<file path="src/rtl/dino_jump_ctrl_pkg.sv">
`default_nettype none
// ---------------------------------------------------------------------------
// dino_jump_ctrl_pkg : shared encodings and physics defaults for the dino jump.
// Revision: 1.0
// ---------------------------------------------------------------------------
package dino_jump_ctrl_pkg;

   localparam logic [1:0] GS_IDLE = 2'b00;
   localparam logic [1:0] GS_OVER = 2'b01;
   localparam logic [1:0] GS_PLAY = 2'b10;

   localparam int DEF_JUMP_VEL = 16;
   localparam int DEF_GRAVITY  = 1;

   localparam logic [1:0] ST_GROUND_ENC = 2'd0;
   localparam logic [1:0] ST_RISE_ENC   = 2'd1;
   localparam logic [1:0] ST_FALL_ENC   = 2'd2;

   typedef enum logic [1:0] {
      ST_GROUND = ST_GROUND_ENC,
      ST_RISE   = ST_RISE_ENC,
      ST_FALL   = ST_FALL_ENC
   } dino_state_e;

   // Saturating 8-bit add; the parameter range keeps the peak in range anyway.
   function automatic logic [7:0] sat_add8(input logic [7:0] a, input logic [4:0] b);
      logic [8:0] sum;
      sum = {1'b0, a} + {4'd0, b};
      return sum[8] ? 8'hFF : sum[7:0];
   endfunction

endpackage
`default_nettype wire

</file>
<file path="src/rtl/dino_jump_ctrl.sv">
`default_nettype none
// ---------------------------------------------------------------------------
// dino_jump_ctrl : ground/rise/fall jump FSM with integer physics per frame tick.
// Revision: 1.0
// ---------------------------------------------------------------------------
module dino_jump_ctrl
   import dino_jump_ctrl_pkg::*;
#(
   parameter int JUMP_VEL = DEF_JUMP_VEL,
   parameter int GRAVITY  = DEF_GRAVITY
) (
   input  logic       clk,
   input  logic       rst,
   input  logic       frame_tick,
   input  logic [1:0] game_state,
   input  logic       jump_btn,
   input  logic       duck_btn,
   output logic       airborne,
   output logic       on_ground,
   output logic       is_duck,
   output logic [7:0] height,
   output logic       jump_start
);

   localparam logic [4:0] VEL_INIT = 5'(JUMP_VEL);
   localparam logic [4:0] GRAV     = 5'(GRAVITY);

   dino_state_e state;
   dino_state_e state_nxt;
   dino_state_e state_upd;
   logic [4:0]  vel;
   logic [4:0]  vel_nxt;
   logic [7:0]  height_nxt;
   logic        launch;
   logic [5:0]  fall_vel;

   // One extra bit so the falling speed can never wrap before the landing test.
   assign fall_vel = {1'b0, vel} + {1'b0, GRAV};

   always_comb begin
      state_nxt  = state;
      vel_nxt    = vel;
      height_nxt = height;
      launch     = 1'b0;
      case (state)
         ST_GROUND: begin
            if (jump_btn && !duck_btn) begin
               state_nxt = ST_RISE;
               vel_nxt   = VEL_INIT;
               launch    = 1'b1;
            end
         end
         ST_RISE: begin
            height_nxt = sat_add8(height, vel);
            if (vel <= GRAV) begin
               state_nxt = ST_FALL;
               vel_nxt   = 5'd0;
            end else begin
               vel_nxt = vel - GRAV;
            end
         end
         ST_FALL: begin
            if ({2'b00, fall_vel} >= height) begin
               state_nxt  = ST_GROUND;
               vel_nxt    = 5'd0;
               height_nxt = 8'd0;
            end else begin
               height_nxt = height - {2'b00, fall_vel};
               vel_nxt    = fall_vel[5] ? 5'h1F : fall_vel[4:0];
            end
         end
         default: begin
            state_nxt  = ST_GROUND;
            vel_nxt    = 5'd0;
            height_nxt = 8'd0;
         end
      endcase
   end

   // Pose outputs track the state as it will stand after this edge.
   assign state_upd = frame_tick ? state_nxt : state;

   always_ff @(posedge clk) begin
      if (rst) begin
         state      <= ST_GROUND;
         vel        <= 5'd0;
         height     <= 8'd0;
         airborne   <= 1'b0;
         on_ground  <= 1'b1;
         is_duck    <= 1'b0;
         jump_start <= 1'b0;
      end else begin
         case (game_state)
            GS_PLAY: begin
               if (frame_tick) begin
                  state  <= state_nxt;
                  vel    <= vel_nxt;
                  height <= height_nxt;
               end
               airborne   <= (state_upd != ST_GROUND);
               on_ground  <= (state_upd == ST_GROUND);
               is_duck    <= (state_upd == ST_GROUND) && duck_btn;
               jump_start <= frame_tick && launch;
            end
            GS_OVER: begin
               jump_start <= 1'b0;
            end
            default: begin
               state      <= ST_GROUND;
               vel        <= 5'd0;
               height     <= 8'd0;
               airborne   <= 1'b0;
               on_ground  <= 1'b1;
               is_duck    <= 1'b0;
               jump_start <= 1'b0;
            end
         endcase
      end
   end

endmodule
`default_nettype wire

</file>
<file path="config.mk">
export PLATFORM = sky130hd
export DESIGN_NAME = dino_jump_ctrl
export DESIGN_NICKNAME = d
export VERILOG_FILES = /design/src/rtl/dino_jump_ctrl_pkg.sv /design/src/rtl/dino_jump_ctrl.sv
export SDC_FILE = /design/constraint.sdc
export NUM_CORES = 1
export LEC_CHECK = 0
export CORE_UTILIZATION = 51
export DETAILED_ROUTE_END_ITERATION = 8
export HOLD_SLACK_MARGIN = 0.05
export PLACE_DENSITY = 0.76
export SYNTH_ARGS = -nofsm -noshare
export SYNTH_HDL_FRONTEND = slang
export SYNTH_SLANG_ARGS = --single-unit
</file>
<file path="constraint.sdc">
create_clock -name clk -period 2.7 [get_ports clk]
set_input_delay 0.54 -clock clk [delete_from_list [all_inputs] [get_ports clk]]
set_output_delay 0.54 -clock clk [all_outputs]
set_load 0.005 [all_outputs]
</file>
==> results.md <==
* Status: finished clean
* Area Growth Syn to Fin at 21.4%
* Total DRC errors in the routed layout at 0
* Max Buffers Root-to-Sink at 2
* Reg clk slew, reported paths at 0.11 ns
* Clock sink count at 19
* Synth Area in Compound Gates at 0.287
* Normalized max-slew margin at 0.654
* Critical path class: reg2reg
* R2R setup slack at 0.16 ns
* Tightest Pin Transition at 0.515 ns
* Final slew viol count at 0
* Number of diodes at 0
* Vias post-DR at 1791
* Asr flop ratio synth at 0
* Setup TNS Final at 0 ns
* CTS tree: built
* Fmax achieved at 0.394 GHz
* WL per Instance at 14.8 µm
* Syn nets at 253
* Hold Path Sink: on_ground
* DR iter-0 viols at 106
* Netlist Area Pre-Place at 0.00177 mm²
* Top FF cell, synth: dfxtp_1
* XOR/XNOR Fraction of Synth Area at 0.0395
* Initial antenna violation count at 0
* Hold path start: on_ground
* GRT overflow at 0
* Final min period at 2.54 ns
* Period utilization at 0.940
* Die width at 60.9 µm
* Clk root buf: clkbuf_4
* Routed Antenna Nets at 0
* Fin util at 0.645
* Peak supply drop at 168 µV
* Power per cell area at 222 mW/mm²
* Cell row count at 21
* Layout cell share with drive strength beyond 1 at 0.117
* RSZ-0062 raised after global routing: false
* First-pass iteration count of the detailed router at 4
* Core area at 0.00334 mm²
* Final wirelength at 4480 µm
* Synth Area per Inst at 7.84 µm²
* Starting Density at 0.531
* Post-Synth Adder-Cell Area at 0.150
* Worst-path maximum fanout at 5
* Synthesized instance count at 226
* Main combinational cell family by area after synthesis: compound AO/OA/AOI/OAI gates
* Fraction of synthesized area in multiplexers at 0
* Die area at 0.00371 mm²
* #FFs+latches synth at 19
* Setup violations, final at 0
* CP Data Arrival Time at 2.79 ns
* Detail Placement HPWL at 3420 µm
* IO Pins at 19
* Setup Skew at 0.00230 ns
* Hold/Removal Path Class: reg2reg
* Max-cap viol count at 0
* Post-synthesis simple-gate area fraction at 0.263
* Register Area at 388 µm²
* Critical Path End Type: register
* Clock latency on the worst-skew pair at 0.30 ns
* Total CTS buffers at 3
* Largest net degree at the start of global routing at 15
* Filler Cells Inserted at 328
* Drt via density at 5.93
* Reg2Reg Launch Point: vel[0]
* Total number of yosys warnings at 0
* Layout Nets at 284
* Chip Height at 60.9 µm
* Final hold violation count at 0
* LEAKAGE at 0.838 nW
* Critical Path Source Type: register
* First-pass GRT wire length at 7330 µm
* Multi-input gate area at 0.00135 mm²
* Worst EP required at 2.95 ns
* R2r endpoint: vel[2]
* PortBufs at 18
* Cells on worst reg2reg path at 10
* Hold buffer count at cts at 0
* Sequential share of the synthesized area at 0.215
* WHS Path Cells at 2
* Yosys cell types at 54
* Post-synth EDFFs at 0
* Vias in the first global route at 1660
* All-Layer GR Usage at 0.261
* # H-tree levels at 1
* GP Congestion at 0.928
## through the flow
step           worst slack (ns)  power (mW)  std cells  hold slack [ns]  instance area [µm²]
4_1_cts                  0.0294       0.483        302            0.466                 2110
5_1_grt                  0.0113       0.497        302            0.490                 2150
3_5_place_dp             0.0276       0.336        298            0.443                 2080
2_1_floorplan            0.0747       0.315        226            0.442                 1770
3_3_place_gp              0.107       0.336        298            0.441                 2080
6_report                  0.163       0.477        302            0.459                 2150
## synth_stat cells, types with 2 or more instances
master     n  share of area
inv_1     15          0.032
nand2b_1   6          0.021
nand3_1    6          0.017
a21oi_1   16          0.045
ha_1      18           0.13
a211o_1    2         0.0099
nor2_1    17          0.036
o31a_1     2         0.0099
a31oi_1    4          0.014
clkbuf_1   3         0.0064
nand2_1   18          0.038
nor2b_1    7          0.025
fa_1       2          0.023
nor4_1     4          0.014
xnor2_1    6          0.030
dfxtp_1   19           0.21
a21o_1     7          0.030
o21ai_0   14          0.040
o31ai_1    3          0.013
nor3_1     8          0.023
a211oi_1   2         0.0085
xor2_1     2         0.0099
o21a_1     7          0.030
and4_1     2         0.0099
nand4_1    4          0.014
o221ai_1   4          0.020
## cell families (layout without fill, tap and decap cells)
| group | count (synthesis) | after routing |
|---|---|---|
| flip-flops | 19 | 19 |
| adder cells (fa/ha/maj) | 20 | 20 |
| buffers and inverters | 20 | 50 |
| AND/OR/NAND/NOR | 85 | 85 |
| XOR/XNOR | 8 | 8 |
| AO/OA/AOI/OAI | 74 | 74 |
## power breakdown
part | internal, mW | total (mW) | switching (mW)
clock network | 0.0575 | 0.149 | 0.0913
registers | 0.279 | 0.281 | 0.00128
logic | 0.0236 | 0.0476 | 0.0241
total | 0.361 | 0.477 | 0.117
## cell usage in the layout, fill, tap and decap left out, drive strengths merged, types with 3 or more instances in the layout
master	Yosys	routed
nor3	8	8
nor2b	8	8
o221ai	4	4
dfxtp	19	19
a211o	3	3
a21oi	16	16
nor4	4	4
clkdlybuf4s50	0	18
xnor2	6	6
buf	2	13
a21o	7	7
nor2	17	17
o21ai	14	14
inv	15	15
nand4	4	4
ha	18	18
nand2	18	18
clkbuf	3	4
o21a	7	7
nand3	6	6
nand2b	7	7
o31ai	3	3
a31oi	4	4
## flip-flops by register name (all words and copies together), names as in the netlist
name and count:
on_ground 1, height 8, is_duck 1, jump_start 1
vel 5, airborne 1, state 2
## worst max-delay path: stages, from the launching register on
cell and delay [ns]:
dfxtp_4 0.40, inv_1 0.09, ha_4 0.26, fa_1 0.43
nor2b_1 0.27, o31ai_1 0.15, a211oi_1 0.28, buf_4 0.19
nand2_1 0.12, a21o_1 0.22, nand3_1 0.07
## metal layers
layer	vias up	GRT usage	share of wire
met2	59	0.446	0.47
met1	834	0.356	0.46
met4	0	0.0649	0.014
met5	-	0	0
met3	9	0.0213	0.059
li1	889	-	-
## final cells by class
class / instances / share of cell area
Sequential cell: 19 / 0.180
Inverter: 15 / 0.0262
Timing Repair Buffer: 31 / 0.129
Tap cell: 46 / 0.0268
Clock buffer: 4 / 0.0122
Multi-Input combinational cell: 187 / 0.625
## worst max-delay path by stage
stage	start	end	slack, ns	cells past startpoint
floorplan	vel[2]	height[7]	0.07	10
global placement	vel[1]	height[7]	0.11	10
detailed placement	vel[1]	height[7]	0.03	10
CTS	vel[0]	height[7]	0.03	10
global route	vel[1]	height[7]	0.01	10
finish	vel[0]	vel[2]	0.16	10
## what timing repair did
| action | 4_1_cts | 5_1_grt |
|---|---|---|
| resized for setup | 1 | 8 |
| setup buffers | 0 | 0 |
| pin swaps | 0 | 1 |
| setup endpoints to repair | 1 | 14 |
No activity file was read; power rests on OpenSTA's default activity.
